**config.mk**
```make
export PLATFORM = sky130hd
export DESIGN_NAME = atc_lookup_ctrl
export DESIGN_NICKNAME = d
export VERILOG_FILES = /design/src/rtl/atc_lookup_ctrl.sv
export SDC_FILE = /design/constraint.sdc
export NUM_CORES = 1
export LEC_CHECK = 0
export BUFFER_PORTS_ARGS = -buffer_cell sky130_fd_sc_hd__buf_2
export CORE_MARGIN = 2
export CORE_UTILIZATION = 50
export CTS_BUF_LIST = sky130_fd_sc_hd__clkbuf_4 sky130_fd_sc_hd__clkbuf_8 sky130_fd_sc_hd__clkbuf_16
export CTS_CLUSTER_DIAMETER = 40
export DETAILED_ROUTE_END_ITERATION = 8
export GPL_TIMING_DRIVEN = 0
export PLACE_DENSITY = 0.7
export REMOVE_ABC_BUFFERS = 1
export SLEW_MARGIN = 10
export SYNTH_ARGS = -nofsm -noshare
export SYNTH_HDL_FRONTEND = slang
export SYNTH_SLANG_ARGS = --single-unit
```
**constraint.sdc**
```tcl
create_clock -name clk_i -period 3.4 [get_ports clk_i]
set_input_delay 0.34 -clock clk_i [delete_from_list [all_inputs] [get_ports clk_i]]
set_output_delay 0.34 -clock clk_i [all_outputs]
set_load 0.01 [all_outputs]
```
**src/rtl/atc_lookup_ctrl.sv**
```systemverilog
// -----------------------------------------------------------------------------
// atc_lookup_ctrl
//
// Lookup/fill controller for the address translation cache. It sits in front
// of an external CAM tag store: it drives the CAM search pattern, qualifies
// CAM matches with its own per-entry valid bits, and returns the physical page
// frame from a parallel data array. On a miss it requests a table walk and
// writes the walked frame into the CAM and data array. The write goes either
// to a stale (matching but invalid) slot, or else to a round-robin victim.
//
// Ports
//   clk_i, rst_i      : clock, asynchronous active-high reset
//   flush_i           : invalidate all entries, reset the victim pointer
//   req_valid_i/_ready_o, req_tag_i             : request handshake, logical tag
//   rsp_valid_o/_ready_i, rsp_pa_o, rsp_hit_o,
//   rsp_fault_o                                 : response handshake and payload
//   walk_req_o, walk_tag_o                      : table walk request (level)
//   walk_ack_i, walk_pa_i, walk_fault_i         : walk completion (1-cycle pulse)
//   cam_pattern_o, cam_we_o, cam_wraddr_o       : CAM search/write port
//   cam_match_i, cam_found_i                    : CAM search result (combinational)
// -----------------------------------------------------------------------------
module atc_lookup_ctrl #(
   parameter int TAG_W = 32,
   parameter int DEPTH = 32,
   parameter int PA_W  = 24,
   parameter int IDX_W = $clog2(DEPTH)
) (
   input  logic             clk_i,
   input  logic             rst_i,
   input  logic             flush_i,

   input  logic             req_valid_i,
   output logic             req_ready_o,
   input  logic [TAG_W-1:0] req_tag_i,

   output logic             rsp_valid_o,
   input  logic             rsp_ready_i,
   output logic [PA_W-1:0]  rsp_pa_o,
   output logic             rsp_hit_o,
   output logic             rsp_fault_o,

   output logic             walk_req_o,
   output logic [TAG_W-1:0] walk_tag_o,
   input  logic             walk_ack_i,
   input  logic [PA_W-1:0]  walk_pa_i,
   input  logic             walk_fault_i,

   output logic [TAG_W-1:0] cam_pattern_o,
   output logic             cam_we_o,
   output logic [IDX_W-1:0] cam_wraddr_o,
   input  logic [IDX_W-1:0] cam_match_i,
   input  logic             cam_found_i
);

   typedef enum logic [2:0] {
      S_IDLE,
      S_LOOKUP,
      S_WALK,
      S_FILL,
      S_RESP
   } state_e;

   state_e             state_q;
   logic [TAG_W-1:0]   tag_q;
   logic [PA_W-1:0]    pa_q;
   logic               hit_q;
   logic               fault_q;
   logic [DEPTH-1:0]   valid_q, valid_d;
   logic [PA_W-1:0]    data_q [DEPTH];
   logic [IDX_W-1:0]   victim_q, victim_d;
   logic [IDX_W-1:0]   fill_idx_q;
   logic               fill_from_victim_q;

   // Registered handshake/strobe outputs.
   logic               req_ready_q;
   logic               rsp_valid_q;
   logic               walk_req_q;
   logic               cam_we_q;

   // A CAM match only counts if this controller still considers the slot valid.
   logic               lookup_hit;
   assign lookup_hit = cam_found_i & valid_q[cam_match_i];

   // Valid bits and victim pointer: a fill sets one bit and may advance the
   // victim; a coincident flush overrides both, so a flushed fill stays invalid.
   always_comb begin
      // NOTE: every variable assigned in always_comb gets a default first,
      // otherwise paths that skip an assignment infer a latch.
      valid_d  = valid_q;
      victim_d = victim_q;
      if (state_q == S_FILL) begin
         valid_d[fill_idx_q] = 1'b1;
         // Reusing a stale slot does not consume a victim; the pointer wraps
         // naturally because DEPTH is a power of two.
         if (fill_from_victim_q) begin
            victim_d = victim_q + 1'b1;
         end
      end
      if (flush_i) begin
         valid_d  = '0;
         victim_d = '0;
      end
   end

   // Control FSM with registered outputs.
   always_ff @(posedge clk_i or posedge rst_i) begin
      if (rst_i) begin
         state_q            <= S_IDLE;
         tag_q              <= '0;
         pa_q               <= '0;
         hit_q              <= 1'b0;
         fault_q            <= 1'b0;
         valid_q            <= '0;
         victim_q           <= '0;
         fill_idx_q         <= '0;
         fill_from_victim_q <= 1'b0;
         req_ready_q        <= 1'b1;
         rsp_valid_q        <= 1'b0;
         walk_req_q         <= 1'b0;
         cam_we_q           <= 1'b0;
      end else begin
         // NOTE: sequential state uses non-blocking assignments so every
         // register samples pre-edge values; e.g. a LOOKUP coinciding with a
         // flush still reads the old valid bits.
         valid_q  <= valid_d;
         victim_q <= victim_d;
         case (state_q)
            S_IDLE: begin
               if (req_valid_i) begin
                  tag_q       <= req_tag_i;
                  hit_q       <= 1'b0;
                  fault_q     <= 1'b0;
                  req_ready_q <= 1'b0;
                  state_q     <= S_LOOKUP;
               end
            end
            S_LOOKUP: begin
               if (lookup_hit) begin
                  pa_q        <= data_q[cam_match_i];
                  hit_q       <= 1'b1;
                  rsp_valid_q <= 1'b1;
                  state_q     <= S_RESP;
               end else begin
                  // A matching-but-invalid slot is reused so the CAM never
                  // holds the same tag twice.
                  fill_idx_q         <= cam_found_i ? cam_match_i : victim_q;
                  fill_from_victim_q <= ~cam_found_i;
                  walk_req_q         <= 1'b1;
                  state_q            <= S_WALK;
               end
            end
            S_WALK: begin
               if (walk_ack_i) begin
                  walk_req_q <= 1'b0;
                  if (walk_fault_i) begin
                     fault_q     <= 1'b1;
                     pa_q        <= '0;
                     rsp_valid_q <= 1'b1;
                     state_q     <= S_RESP;
                  end else begin
                     pa_q     <= walk_pa_i;
                     cam_we_q <= 1'b1;
                     state_q  <= S_FILL;
                  end
               end
            end
            S_FILL: begin
               cam_we_q    <= 1'b0;
               rsp_valid_q <= 1'b1;
               state_q     <= S_RESP;
            end
            S_RESP: begin
               if (rsp_ready_i) begin
                  rsp_valid_q <= 1'b0;
                  req_ready_q <= 1'b1;
                  state_q     <= S_IDLE;
               end
            end
            default: begin
               state_q <= S_IDLE;
            end
         endcase
      end
   end

   // Data array: written in the single FILL cycle, alongside the CAM write.
   // NOTE: the storage array has no reset; an entry is only read after its
   // valid bit is set, and valid bits are reset.
   always_ff @(posedge clk_i) begin
      if (state_q == S_FILL) begin
         data_q[fill_idx_q] <= pa_q;
      end
   end

   assign req_ready_o   = req_ready_q;
   assign rsp_valid_o   = rsp_valid_q;
   assign rsp_pa_o      = pa_q;
   assign rsp_hit_o     = hit_q;
   assign rsp_fault_o   = fault_q;
   assign walk_req_o    = walk_req_q;
   assign walk_tag_o    = tag_q;
   assign cam_pattern_o = tag_q;
   assign cam_we_o      = cam_we_q;
   assign cam_wraddr_o  = fill_idx_q;

endmodule

```
==> qor.csv, run 1 <==
stage,metric,value,unit
critical_path,cell seen most often among critical-path stages,sky130_fd_sc_hd__buf_16,
cts,depth of the CTS H-tree,3,
placement,gp weighted congestion,0.817,
global_routing,initial antenna violation count,0,
floorplanning,Die X,266,µm
logic_synthesis,proportion of synthesized chip area in sequential cells,75.3,%
critical_path,data required time of the worst path,3.92,ns
logic_synthesis,Async SR Flop Fraction,12.3,%
logic_synthesis,distinct cell type count of the synthesized netlist,44,
final_layout,antenna diode instance count,0,
floorplanning,core outline area,67400,µm²
logic_synthesis,average instance area after synthesis,21.1,µm²
drt,routed length per instance,27.3,µm
critical_path,delay of the slowest cell on the worst path,0.56,ns
power_and_ir_drop,worst IR drop on VDD,0.582,mV
placement,IO buf count,167,
critical_path,critical path's slowest cell,sky130_fd_sc_hd__mux4_2,
power_and_ir_drop,power density relative to cell area,740,nW/µm²
cts,Skew-Pair Late Insertion Delay,0.66,ns
drt,total via count in the routed design,17200,
cts,total clock sinks,876,
global_routing,total global-route track usage,22.2,%
global_routing,pin count of the biggest net entering global routing,84,
min_path,kind of path behind the tightest hold check,input pin to flip-flop,
cts,TritonCTS buffer count,110,
logic_synthesis,Synth Instances,1622,
cts,TritonCTS clock tree,done,
logic_synthesis,cell type with the highest aggregate area in the netlist,sky130_fd_sc_hd__edfxtp_1,
global_routing,vias in the first global route,18000,
timing,unrepaired setup endpoints after global routing,no,
final_layout,share of layout cells above drive strength 1,37.2,%
global_routing,wire length of the first global-routing pass,115000,µm
critical_path,worst-path maximum fanout,54,
timing,"Setup violations, final",0,
critical_path,Worst setup EP type,flip-flop,
critical_path,Worst Setup Path Type,input pin to flip-flop,
floorplanning,overall die area,70500,µm²
logic_synthesis,leading post-synthesis cells by cell area,"sky130_fd_sc_hd__edfxtp_1 67%, sky130_fd_sc_hd__mux4_2 13%, sky130_fd_sc_hd__dfrtp_1 7.8%",
timing,Slew Limit Fails,0,
timing,Final Worst Setup Slack,0.147,ns
critical_path,crit path from,cam_match_i[0],
timing,Setup Skew,0.0333,ns
timing,slew at the pin closest to its max-slew limit,1.12,ns
final_layout,Layout Area Growth over Synthesis,19.9,%
critical_path,crit path DAT,3.77,ns
timing,Slew Limit Headroom,25.6,%
logic_synthesis,post-synth design cell area,34200,µm²
logic_synthesis,number of synthesized flops with an enable pin,768,
run_status,result of the run,finished clean,
min_path,worst hold path startpoint,walk_pa_i[11],
placement,cell area after placement,36800,µm²
final_layout,Finished Cell Area,41000,µm²
final_layout,footprint of the multi-input gates,8030,µm²
drt,remaining number of nets flagged by the antenna check after routing,0,
placement,pre-CTS worst setup slack,-0.882,ns
timing,share of the cycle needed by the critical path after routing,95.7,%
cts,clock transition at the registers of the reported paths,0.05,ns
global_routing,GRT overflow,0,
power_and_ir_drop,Static Leak,0.0141,µW
timing,number of hold violations in the final report,0,
drt,mean number of vias per cell,6.11,
critical_path,worst reg2reg path depth,4,
min_path,hold depth,3,
placement,half-perimeter wire length after detailed placement,43800,µm
timing,final critical path time including I/O delays and setup,3.25,ns
logic_synthesis,dominant synthesized flop cell,sky130_fd_sc_hd__edfxtp_1,
logic_synthesis,total of warnings raised by yosys,0,
timing,Total Negative Setup Slacks,0,ns
drt,routed wire length,76900,µm
drt,DRC,0,
flow_run,max capacitance violation total,0,
logic_synthesis,total of flip-flops plus latches after synthesis,876,
final_layout,number of nets in the layout,1922,
timing,Max Clock Freq,307,MHz
drt,first-iteration detailed-routing DRC count,1739,
floorplanning,number of core rows,95,
critical_path,Critical Path Start Type,input pin,
drt,First-pass DRT Iterations,5,
logic_synthesis,top-area cell type share of the netlist area,67.4,%
critical_path,start of the worst register-to-register path,state_q[2]$_DFFE_PP0P_,
floorplanning,number of ports placed on the die boundary,168,
floorplanning,Die Ht,266,µm
cts,buffer cell driving the clock tree root,sky130_fd_sc_hd__clkbuf_16,
critical_path,"critical path, cell by cell",buf_8 > buf_16 > buf_16 > buf_16 > mux4_2 > a22oi_2 > a32oi_4 > buf_16 > mux2_4,
floorplanning,starting density of the core,50.7,%
final_layout,filler cell count,4502,
cts,maximum buffer depth of the clock tree,3,
final_layout,area of all sequential standard cells,25800,µm²
repair_timing:
item | 4_1_cts | 5_1_grt
hold buffers | 34 | 0
buffers inserted | 0 | 0
hold endpoints to repair | 61 | 0
gates resized for setup | 0 | 0
setup endpoints to repair | 16 | 0
layout make-up:
class | instances | area share (%)
well taps | 873 | 2.66
clock inverters | 84 | 2.23
repair buffers | 244 | 5.60
inverters | 6 | 0.0671
clock buffers | 121 | 7.04
flip-flops and latches | 876 | 62.8
multi-input cells | 614 | 19.6
layout by cell type (no fill, tap or decap), drive strengths merged, types with 4 or more instances in the layout:
cell | netlist | routed
nand2 | 11 | 11
nand3b | 5 | 5
and2 | 4 | 4
dlygate4sd3 | 0 | 34
mux2i | 90 | 90
a221oi | 49 | 49
dfrtp | 107 | 107
o21ba | 8 | 8
mux2 | 66 | 66
nor2 | 95 | 95
mux4 | 196 | 196
buf | 74 | 208
a22o | 24 | 24
a21oi | 6 | 6
nor2b | 6 | 6
inv | 6 | 21
edfxtp | 768 | 768
clkinvlp | 0 | 15
clkbuf | 52 | 121
bufinv | 0 | 13
clkinv | 0 | 41
o21ai | 25 | 25
metrics by stage:
step | instances | utilization, % | power (µW) | hold WS [ns]
6_report | 2818 | 60.9 | 30400 | 0.0566
4_1_cts | 2818 | 60.9 | 30500 | 0.0204
3_3_place_gp | 2536 | 52.6 | 18400 | 0.462
5_1_grt | 2818 | 60.9 | 31400 | 0.0390
3_5_place_dp | 2577 | 54.6 | 18700 | 0.326
2_1_floorplan | 1496 | - | 16600 | 0.406
cells by family after synthesis:
family	share of synthesized area [%]
AOI/OAI and AO/OA	2.86
xor gates and xnor gates	0.102
adders and majority gates	0.0366
and+or+nand+nor	1.72
muxes	17.9
buffers and inverters	1.99
DFF	75.3
cells in the mapped netlist (4+ instances only):
master and n:
sky130_fd_sc_hd__buf_1 10, sky130_fd_sc_hd__dfrtp_1 107, sky130_fd_sc_hd__mux2_4 20, sky130_fd_sc_hd__and2_1 4, sky130_fd_sc_hd__inv_1 6, sky130_fd_sc_hd__mux2i_1 90, sky130_fd_sc_hd__nor2_1 95, sky130_fd_sc_hd__buf_4 33
sky130_fd_sc_hd__buf_2 28, sky130_fd_sc_hd__mux4_2 196, sky130_fd_sc_hd__nand2_1 11, sky130_fd_sc_hd__nor2b_1 6, sky130_fd_sc_hd__mux2_2 46, sky130_fd_sc_hd__clkbuf_1 52, sky130_fd_sc_hd__a21oi_1 6, sky130_fd_sc_hd__o21ai_0 25
sky130_fd_sc_hd__a221oi_1 48, sky130_fd_sc_hd__o21ba_2 8, sky130_fd_sc_hd__edfxtp_1 768, sky130_fd_sc_hd__nand3b_1 5, sky130_fd_sc_hd__a22o_1 24
power by group:
part	total, µW	internal, µW	leakage (µW)	switching, µW
logic	3230	1540	0.00397	1690
registers	15300	13700	0.00829	1660
clock network	11800	7200	0.00184	4610
total	30400	22400	0.0141	7950
critical path, delay by kind of cell:
kind                   cells  cell delay, ns
AO/OA/AOI/OAI              2            0.89
buffers and inverters      5            1.48
multiplexers               2            0.87
metal layers:
layer | GRT usage, % | share of wire, %
met1 | 30.7 | 41
met3 | 5.24 | 8.3
met2 | 35.3 | 48
met5 | 0 | 0
met4 | 7.54 | 3.3
final timing paths:
kind                                            endpoint  slack [ns]
worst max-delay path             rsp_pa_o[0]$_DFFE_PP0P_        0.15
worst min-delay path            rsp_pa_o[11]$_DFFE_PP0P_        0.06
worst min register to register    walk_req_o$_DFFE_PP0P_        0.47
worst max register to register   data_q[5][17]$_DFFE_PP_        0.49
min in group asynchronous         valid_q[0]$_DFFE_PP0P_        0.22
max in group asynchronous        req_ready_o$_DFFE_PP1P_        2.43
registers in the layout, summed over array words and instances, names as in the netlist, 3 cells and up:
register and count:
data_q 768, cam_pattern_o 32, valid_q 32, rsp_pa_o 24, cam_wraddr_o 5, victim_q 5
state_q 3
No activity file was read; power rests on OpenSTA's default activity.
==> inputs of run 2 (changes only) <==
--- a/config.mk
+++ b/config.mk
@@ -12,7 +12,7 @@
 export CTS_CLUSTER_DIAMETER = 40
 export DETAILED_ROUTE_END_ITERATION = 8
 export GPL_TIMING_DRIVEN = 0
-export PLACE_DENSITY = 0.7
+export PLACE_DENSITY = 0.67
 export REMOVE_ABC_BUFFERS = 1
 export SLEW_MARGIN = 10
 export SYNTH_ARGS = -nofsm -noshare
==> constraint.sdc (replaced) <==
create_clock -name clk_i -period 3.3 [get_ports clk_i]
set_input_delay 0.33 -clock clk_i [delete_from_list [all_inputs] [get_ports clk_i]]
set_output_delay 0.33 -clock clk_i [all_outputs]
set_load 0.01 [all_outputs]
==> qor.csv, run 2 (synthesized netlist as in run 1, its figures left out) <==
stage,metric,value,unit
floorplanning,starting density of the core,50.7,%
floorplanning,number of ports placed on the die boundary,168,
critical_path,Critical Path Start Type,flip-flop,
timing,Slew Limit Fails,0,
timing,number of hold violations in the final report,0,
power_and_ir_drop,part of the power in the clock network,38.9,%
cts,total clock sinks,876,
run_status,result of the run,finished clean,
final_layout,number of nets in the layout,1918,
drt,routed wire length,77300,µm
power_and_ir_drop,power density relative to cell area,757,nW/µm²
timing,Max Clock Freq,327,MHz
timing,unrepaired setup endpoints after global routing,no,
drt,remaining number of nets flagged by the antenna check after routing,0,
timing,Slew Limit Headroom,27.2,%
critical_path,delay of the slowest cell on the worst path,0.88,ns
final_layout,"Most flops, register",data_q,
final_layout,filler cell count,4543,
timing,slew at the pin closest to its max-slew limit,1.09,ns
cts,buffer cell driving the clock tree root,sky130_fd_sc_hd__clkbuf_16,
critical_path,data required time of the worst path,3.65,ns
global_routing,initial antenna violation count,2,
global_routing,vias in the first global route,17700,
placement,IO buf count,167,
final_layout,area of all sequential standard cells,25800,µm²
final_layout,share of layout cells above drive strength 1,37.0,%
power_and_ir_drop,internal power contribution,23000,µW
flow_run,max capacitance violation total,0,
critical_path,end of the worst register-to-register path,data_q[2][16]$_DFFE_PP_,
final_layout,Finished Cell Area,41000,µm²
final_layout,"most common cell after layout, fill and taps aside",sky130_fd_sc_hd__edfxtp_1,
global_routing,wire length of the first global-routing pass,115000,µm
timing,Setup Skew,0.0256,ns
min_path,kind of path behind the tightest hold check,input pin to flip-flop,
final_layout,footprint of the multi-input gates,8040,µm²
power_and_ir_drop,worst IR drop on VDD,0.541,mV
critical_path,worst-path maximum fanout,13,
min_path,Hold Path End,rsp_pa_o[5]$_DFFE_PP0P_,
timing,final critical path time including I/O delays and setup,3.06,ns
global_routing,pin count of the biggest net entering global routing,85,
final_layout,number of flip-flops in the largest register,768,
drt,total via count in the routed design,17200,
power_and_ir_drop,proportion of power drawn by combinational gates,10.6,%
floorplanning,Die Ht,266,µm
cts,Skew-Pair Late Insertion Delay,0.65,ns
critical_path,"critical path, cell by cell",and3b_1 > nand3b_1 > nor2_4 > buf_16,
critical_path,Worst setup EP type,flip-flop,
cts,maximum buffer depth of the clock tree,3,
critical_path,kind of cell adding the most delay to the critical path,simple AND/OR/NAND/NOR gates,
drt,mean number of vias per cell,6.12,
final_layout,most frequent cells in the layout,"768 x sky130_fd_sc_hd__edfxtp_1, 196 x sky130_fd_sc_hd__mux4_2, 164 x sky130_fd_sc_hd__buf_2, 113 x sky130_fd_sc_hd__clkbuf_16, 107 x sky130_fd_sc_hd__dfrtp_1",
cts,number of buffers inserted by post-CTS setup repair,0,
critical_path,CP Buf/Inv Count,1,
min_path,hold depth,3,
drt,routed length per instance,27.5,µm
power_and_ir_drop,power dissipated by switching net loads,8000,µW
cts,clock transition at the registers of the reported paths,0.06,ns
global_routing,GRT overflow,0,
min_path,worst hold path startpoint,walk_pa_i[5],
drt,First-pass DRT Iterations,5,
critical_path,internal reg-to-reg setup slack,0.24,ns
timing,Hold WS,0.0414,ns
critical_path,worst reg2reg path depth,4,
timing,"Setup violations, final",0,
cts,TritonCTS buffer count,107,
critical_path,start of the worst register-to-register path,state_q[2]$_DFFE_PP0P_,
drt,first-iteration detailed-routing DRC count,1714,
final_layout,antenna diode instance count,0,
floorplanning,core outline area,67400,µm²
critical_path,crit path DAT,3.41,ns
placement,half-perimeter wire length after detailed placement,45900,µm
floorplanning,Die X,266,µm
floorplanning,number of core rows,95,
placement,gp weighted congestion,0.790,
power_and_ir_drop,Sw Share,25.8,%
power_and_ir_drop,Seq pwr share,50.5,%
cts,depth of the CTS H-tree,3,
placement,cell area after placement,36900,µm²
global_routing,total global-route track usage,22.2,%
timing,share of the cycle needed by the critical path after routing,92.8,%
drt,DRC,0,
cts,TritonCTS clock tree,done,
final_layout,Layout Area Growth over Synthesis,19.9,%
floorplanning,overall die area,70500,µm²
critical_path,Worst Setup Path Type,flip-flop to flip-flop,
power_and_ir_drop,Static Leak,0.0141,µW
critical_path,critical path's slowest cell,sky130_fd_sc_hd__nor2_4,
## run 2: cell types whose count changed in the layout (fill, tap and decap cells not counted), sizes merged
| cell | delta |
|---|---|
| clkinvlp | -5 |
| bufbuf | -2 |
| bufinv | -3 |
| inv | +5 |
| clkbuf | +12 |
| clkinv | -11 |
| dlygate4sd3 | +2 |
| buf | -1 |
## run 2: metrics by stage
step	setup WS (ns)	total power [µW]	setup TNS (ns)	util, %	std cells
global placement	-6.34	18900	-971.70	52.6	2536
CTS	0.233	31300	0	60.8	2815
detailed placement	-0.461	19200	-8.82	54.7	2576
finish	0.239	31000	0	60.8	2815
floorplan	0.126	17100	0	-	1496
global route	0.0898	32200	0	60.8	2815
## run 2: cell type report
class / instances / area share (%)
flip-flops and latches: 876 / 62.8
clock inverters: 70 / 1.84
inverters: 6 / 0.0671
repair buffers: 243 / 5.62
multi-input cells: 614 / 19.6
clock buffers: 133 / 7.38
well taps: 873 / 2.66
## run 2: power by group through the flow
stage	clock network, µW	registers (µW)	logic, µW
after floorplan	0	15600	1500
after global routing	12800	15900	3500
final	12100	15700	3300
after global placement	0	15700	3160
after CTS	12300	15700	3320
after detailed placement	0	15900	3260
## run 2: worst max-delay path by stage
stage                                      start  slack, ns  cells past startpoint                            to
after floorplan                            rst_i       0.13                      1  cam_pattern_o[0]$_DFFE_PP0P_
after global placement            cam_match_i[0]      -6.34                      5      rsp_pa_o[22]$_DFFE_PP0P_
after detailed placement          cam_match_i[0]      -0.46                      8      rsp_pa_o[17]$_DFFE_PP0P_
after CTS                         cam_match_i[0]       0.23                      8      rsp_pa_o[23]$_DFFE_PP0P_
after global routing              cam_match_i[0]       0.09                      8       rsp_pa_o[4]$_DFFE_PP0P_
final                     state_q[2]$_DFFE_PP0P_       0.24                      4       data_q[2][16]$_DFFE_PP_
## run 2: repair_timing
item | CTS | global route
hold endpoints to repair | 67 | 0
endpoints found under the setup margin | 0 | 0
gates resized for setup | 0 | 0
hold buffers | 36 | 0
## run 2: per-layer routing
metal | track usage (%) | up-vias | share of wire [%]
met5 | 0 | - | 0.032
met4 | 6.93 | 4 | 2.4
met3 | 4.78 | 143 | 7.8
met2 | 33.1 | 789 | 46
met1 | 33.2 | 9133 | 44
li1 | - | 7155 | -
## run 2: worst register-to-register path: cells and delay by family, from the launching register on
| kind | cells | cell delay [ns] |
|---|---|---|
| buffers and inverters | 1 | 0.26 |
| DFF | 1 | 0.52 |
| and+or+nand+nor | 3 | 1.98 |
==> inputs of run 3 (changes only) <==
--- a/config.mk
+++ b/config.mk
@@ -6,7 +6,7 @@
 export NUM_CORES = 1
 export LEC_CHECK = 0
 export BUFFER_PORTS_ARGS = -buffer_cell sky130_fd_sc_hd__buf_2
-export CORE_MARGIN = 2
+export CORE_MARGIN = 5
 export CORE_UTILIZATION = 50
 export CTS_BUF_LIST = sky130_fd_sc_hd__clkbuf_4 sky130_fd_sc_hd__clkbuf_8 sky130_fd_sc_hd__clkbuf_16
 export CTS_CLUSTER_DIAMETER = 40
==> constraint.sdc (replaced) <==
create_clock -name clk_i -period 3.9 [get_ports clk_i]
set_input_delay 0.39 -clock clk_i [delete_from_list [all_inputs] [get_ports clk_i]]
set_output_delay 0.39 -clock clk_i [all_outputs]
set_load 0.01 [all_outputs]
==> qor.csv, run 3 (synthesized netlist as in run 1, its figures left out) <==
stage,metric,value,unit
drt,total via count in the routed design,17100,
drt,DRC,0,
global_routing,wire length of the first global-routing pass,117000,µm
floorplanning,Die Ht,272,µm
timing,share of the cycle needed by the critical path after routing,82.3,%
floorplanning,Die X,272,µm
timing,Slew Limit Fails,0,
drt,first-iteration detailed-routing DRC count,1723,
global_routing,GRT overflow,0,
cts,Skew-Pair Late Insertion Delay,0.66,ns
cts,depth of the CTS H-tree,3,
power_and_ir_drop,proportion of power drawn by combinational gates,10.6,%
power_and_ir_drop,power dissipated by switching net loads,6910,µW
drt,First-pass DRT Iterations,6,
floorplanning,overall die area,73700,µm²
drt,routed wire length,78400,µm
final_layout,number of flip-flops in the largest register,768,
global_routing,most congested layer reported by global routing,met2,
timing,Max Clock Freq,311,MHz
timing,unrepaired setup endpoints after global routing,no,
placement,gp weighted congestion,0.786,
final_layout,most frequent cells in the layout,"768 x sky130_fd_sc_hd__edfxtp_1, 196 x sky130_fd_sc_hd__mux4_2, 164 x sky130_fd_sc_hd__buf_2, 114 x sky130_fd_sc_hd__clkbuf_16, 107 x sky130_fd_sc_hd__dfrtp_1",
power_and_ir_drop,Seq pwr share,50.2,%
timing,final critical path time including I/O delays and setup,3.21,ns
drt,mean number of vias per cell,6.09,
global_routing,initial antenna violation count,0,
timing,Setup Skew,0.0294,ns
run_status,result of the run,finished clean,
placement,placed cells,2577,
power_and_ir_drop,internal power contribution,19700,µW
drt,routed length per instance,27.9,µm
critical_path,Critical Path Start Type,input pin,
timing,number of hold violations in the final report,0,
cts,clock transition at the registers of the reported paths,0.06,ns
critical_path,Worst Setup Path Type,input pin to flip-flop,
final_layout,Layout Area Growth over Synthesis,19.9,%
flow_run,max capacitance violation total,0,
final_layout,antenna diode instance count,0,
floorplanning,number of core rows,95,
timing,"Setup violations, final",0,
floorplanning,core outline area,67500,µm²
power_and_ir_drop,worst IR drop on VDD,0.470,mV
min_path,kind of path behind the tightest hold check,input pin to flip-flop,
floorplanning,number of ports placed on the die boundary,168,
timing,slew at the pin closest to its max-slew limit,1.12,ns
global_routing,pin count of the biggest net entering global routing,80,
global_routing,GR met2 Demand/Resource,34.6,%
cts,total clock sinks,876,
cts,number of buffers inserted by post-CTS setup repair,0,
final_layout,final non-filler cell total,2813,
cts,TritonCTS buffer count,111,
placement,half-perimeter wire length after detailed placement,44900,µm
power_and_ir_drop,Static Leak,0.0141,µW
power_and_ir_drop,power after layout,26600,µW
cts,TritonCTS clock tree,done,
drt,remaining number of nets flagged by the antenna check after routing,0,
power_and_ir_drop,power density relative to cell area,649,nW/µm²
global_routing,vias in the first global route,18100,
critical_path,data required time of the worst path,4.43,ns
final_layout,number of nets in the layout,1919,
final_layout,share of layout cells above drive strength 1,37.1,%
final_layout,filler cell count,4573,
cts,buffer cell driving the clock tree root,sky130_fd_sc_hd__clkbuf_16,
final_layout,"most common cell after layout, fill and taps aside",sky130_fd_sc_hd__edfxtp_1,
critical_path,internal reg-to-reg setup slack,0.85,ns
critical_path,crit path DAT,3.74,ns
timing,Slew Limit Headroom,25.0,%
placement,IO buf count,167,
global_routing,total global-route track usage,21.3,%
power_and_ir_drop,part of the power in the clock network,39.2,%
critical_path,Worst setup EP type,flip-flop,
final_layout,"Most flops, register",data_q,
power_and_ir_drop,Sw Share,26.0,%
floorplanning,starting density of the core,50.7,%
global_routing,met1 track utilization from global routing,29.6,%
global_routing,met3 usage,5.25,%
cts,maximum buffer depth of the clock tree,3,
critical_path,worst-path maximum fanout,66,
run 3: changes by cell type in the layout (fill, tap and decap cells not counted), sizes merged, moves of 2 or more:
cell	previous run	this run
inv	26	17
clkinvlp	10	16
dlygate4sd3	36	32
bufinv	10	13
clkinv	30	33
clkbuf	133	131
run 3: worst max-delay path, stage by stage:
cell	delay (ns)
sky130_fd_sc_hd__buf_8	0.29
sky130_fd_sc_hd__buf_16	0.42
sky130_fd_sc_hd__buf_16	0.47
sky130_fd_sc_hd__mux4_2	0.62
sky130_fd_sc_hd__a221oi_4	0.42
sky130_fd_sc_hd__a32oi_4	0.38
sky130_fd_sc_hd__buf_16	0.29
sky130_fd_sc_hd__mux2_4	0.31
run 3: what timing repair did:
item,4_1_cts,5_1_grt
hold buffers,32,0
hold endpoints to repair,64,0
gates resized for setup,0,0
run 3: layer usage:
metal,share of wire [%],wire length (µm)
met4,2.4,1900
met5,0,0
met1,40,31500
met2,49,38500
met3,8.4,6560
run 3: final timing paths:
| check | from | end | depth (start not counted) |
|---|---|---|---|
| worst max-delay path | cam_match_i[0] | rsp_pa_o[13]$_DFFE_PP0P_ | 8 |
| worst min-delay path | req_tag_i[27] | cam_pattern_o[27]$_DFFE_PP0P_ | 2 |
| worst max register to register | state_q[2]$_DFFE_PP0P_ | data_q[26][3]$_DFFE_PP_ | 4 |
| worst min register to register | walk_req_o$_DFFE_PP0P_ | walk_req_o$_DFFE_PP0P_ | 1 |
| max in group asynchronous | rst_i | rsp_pa_o[0]$_DFFE_PP0P_ | 4 |
| min in group asynchronous | rst_i | valid_q[2]$_DFFE_PP0P_ | 3 |
run 3: through the flow:
step                hold slack [ns]  area (µm²)  setup TNS (ns)  setup slack [ns]  util, %
floorplan                     0.456       33500               0             0.666        -
global placement              0.463       35500         -390.60             -5.44     52.5
detailed placement            0.394       36800          -0.387           -0.0421     54.5
CTS                         0.00558       41000               0             0.644     60.7
global route                 0.0200       41000               0             0.470     60.7
finish                       0.0448       41000               0             0.689     60.7
run 3: cell type report:
| class | count | area (µm²) | area share [%] |
|---|---|---|---|
| Clock inverter | 73 | 837 | 2.04 |
| Tap cell | 873 | 1090 | 2.67 |
| Multi-Input combinational cell | 614 | 8030 | 19.6 |
| Timing Repair Buffer | 240 | 2230 | 5.43 |
| Inverter | 6 | 27.5 | 0.0672 |
| Clock buffer | 131 | 3010 | 7.33 |
| Sequential cell | 876 | 25800 | 62.9 |
run 3: power by group through the flow:
stage | clock network [µW] | registers (µW) | logic [µW]
final | 10400 | 13400 | 2820
after CTS | 10600 | 13400 | 2850
after floorplan | 0 | 13200 | 1270
after global routing | 11000 | 13600 | 3020
after detailed placement | 0 | 13600 | 2800
after global placement | 0 | 13400 | 2720
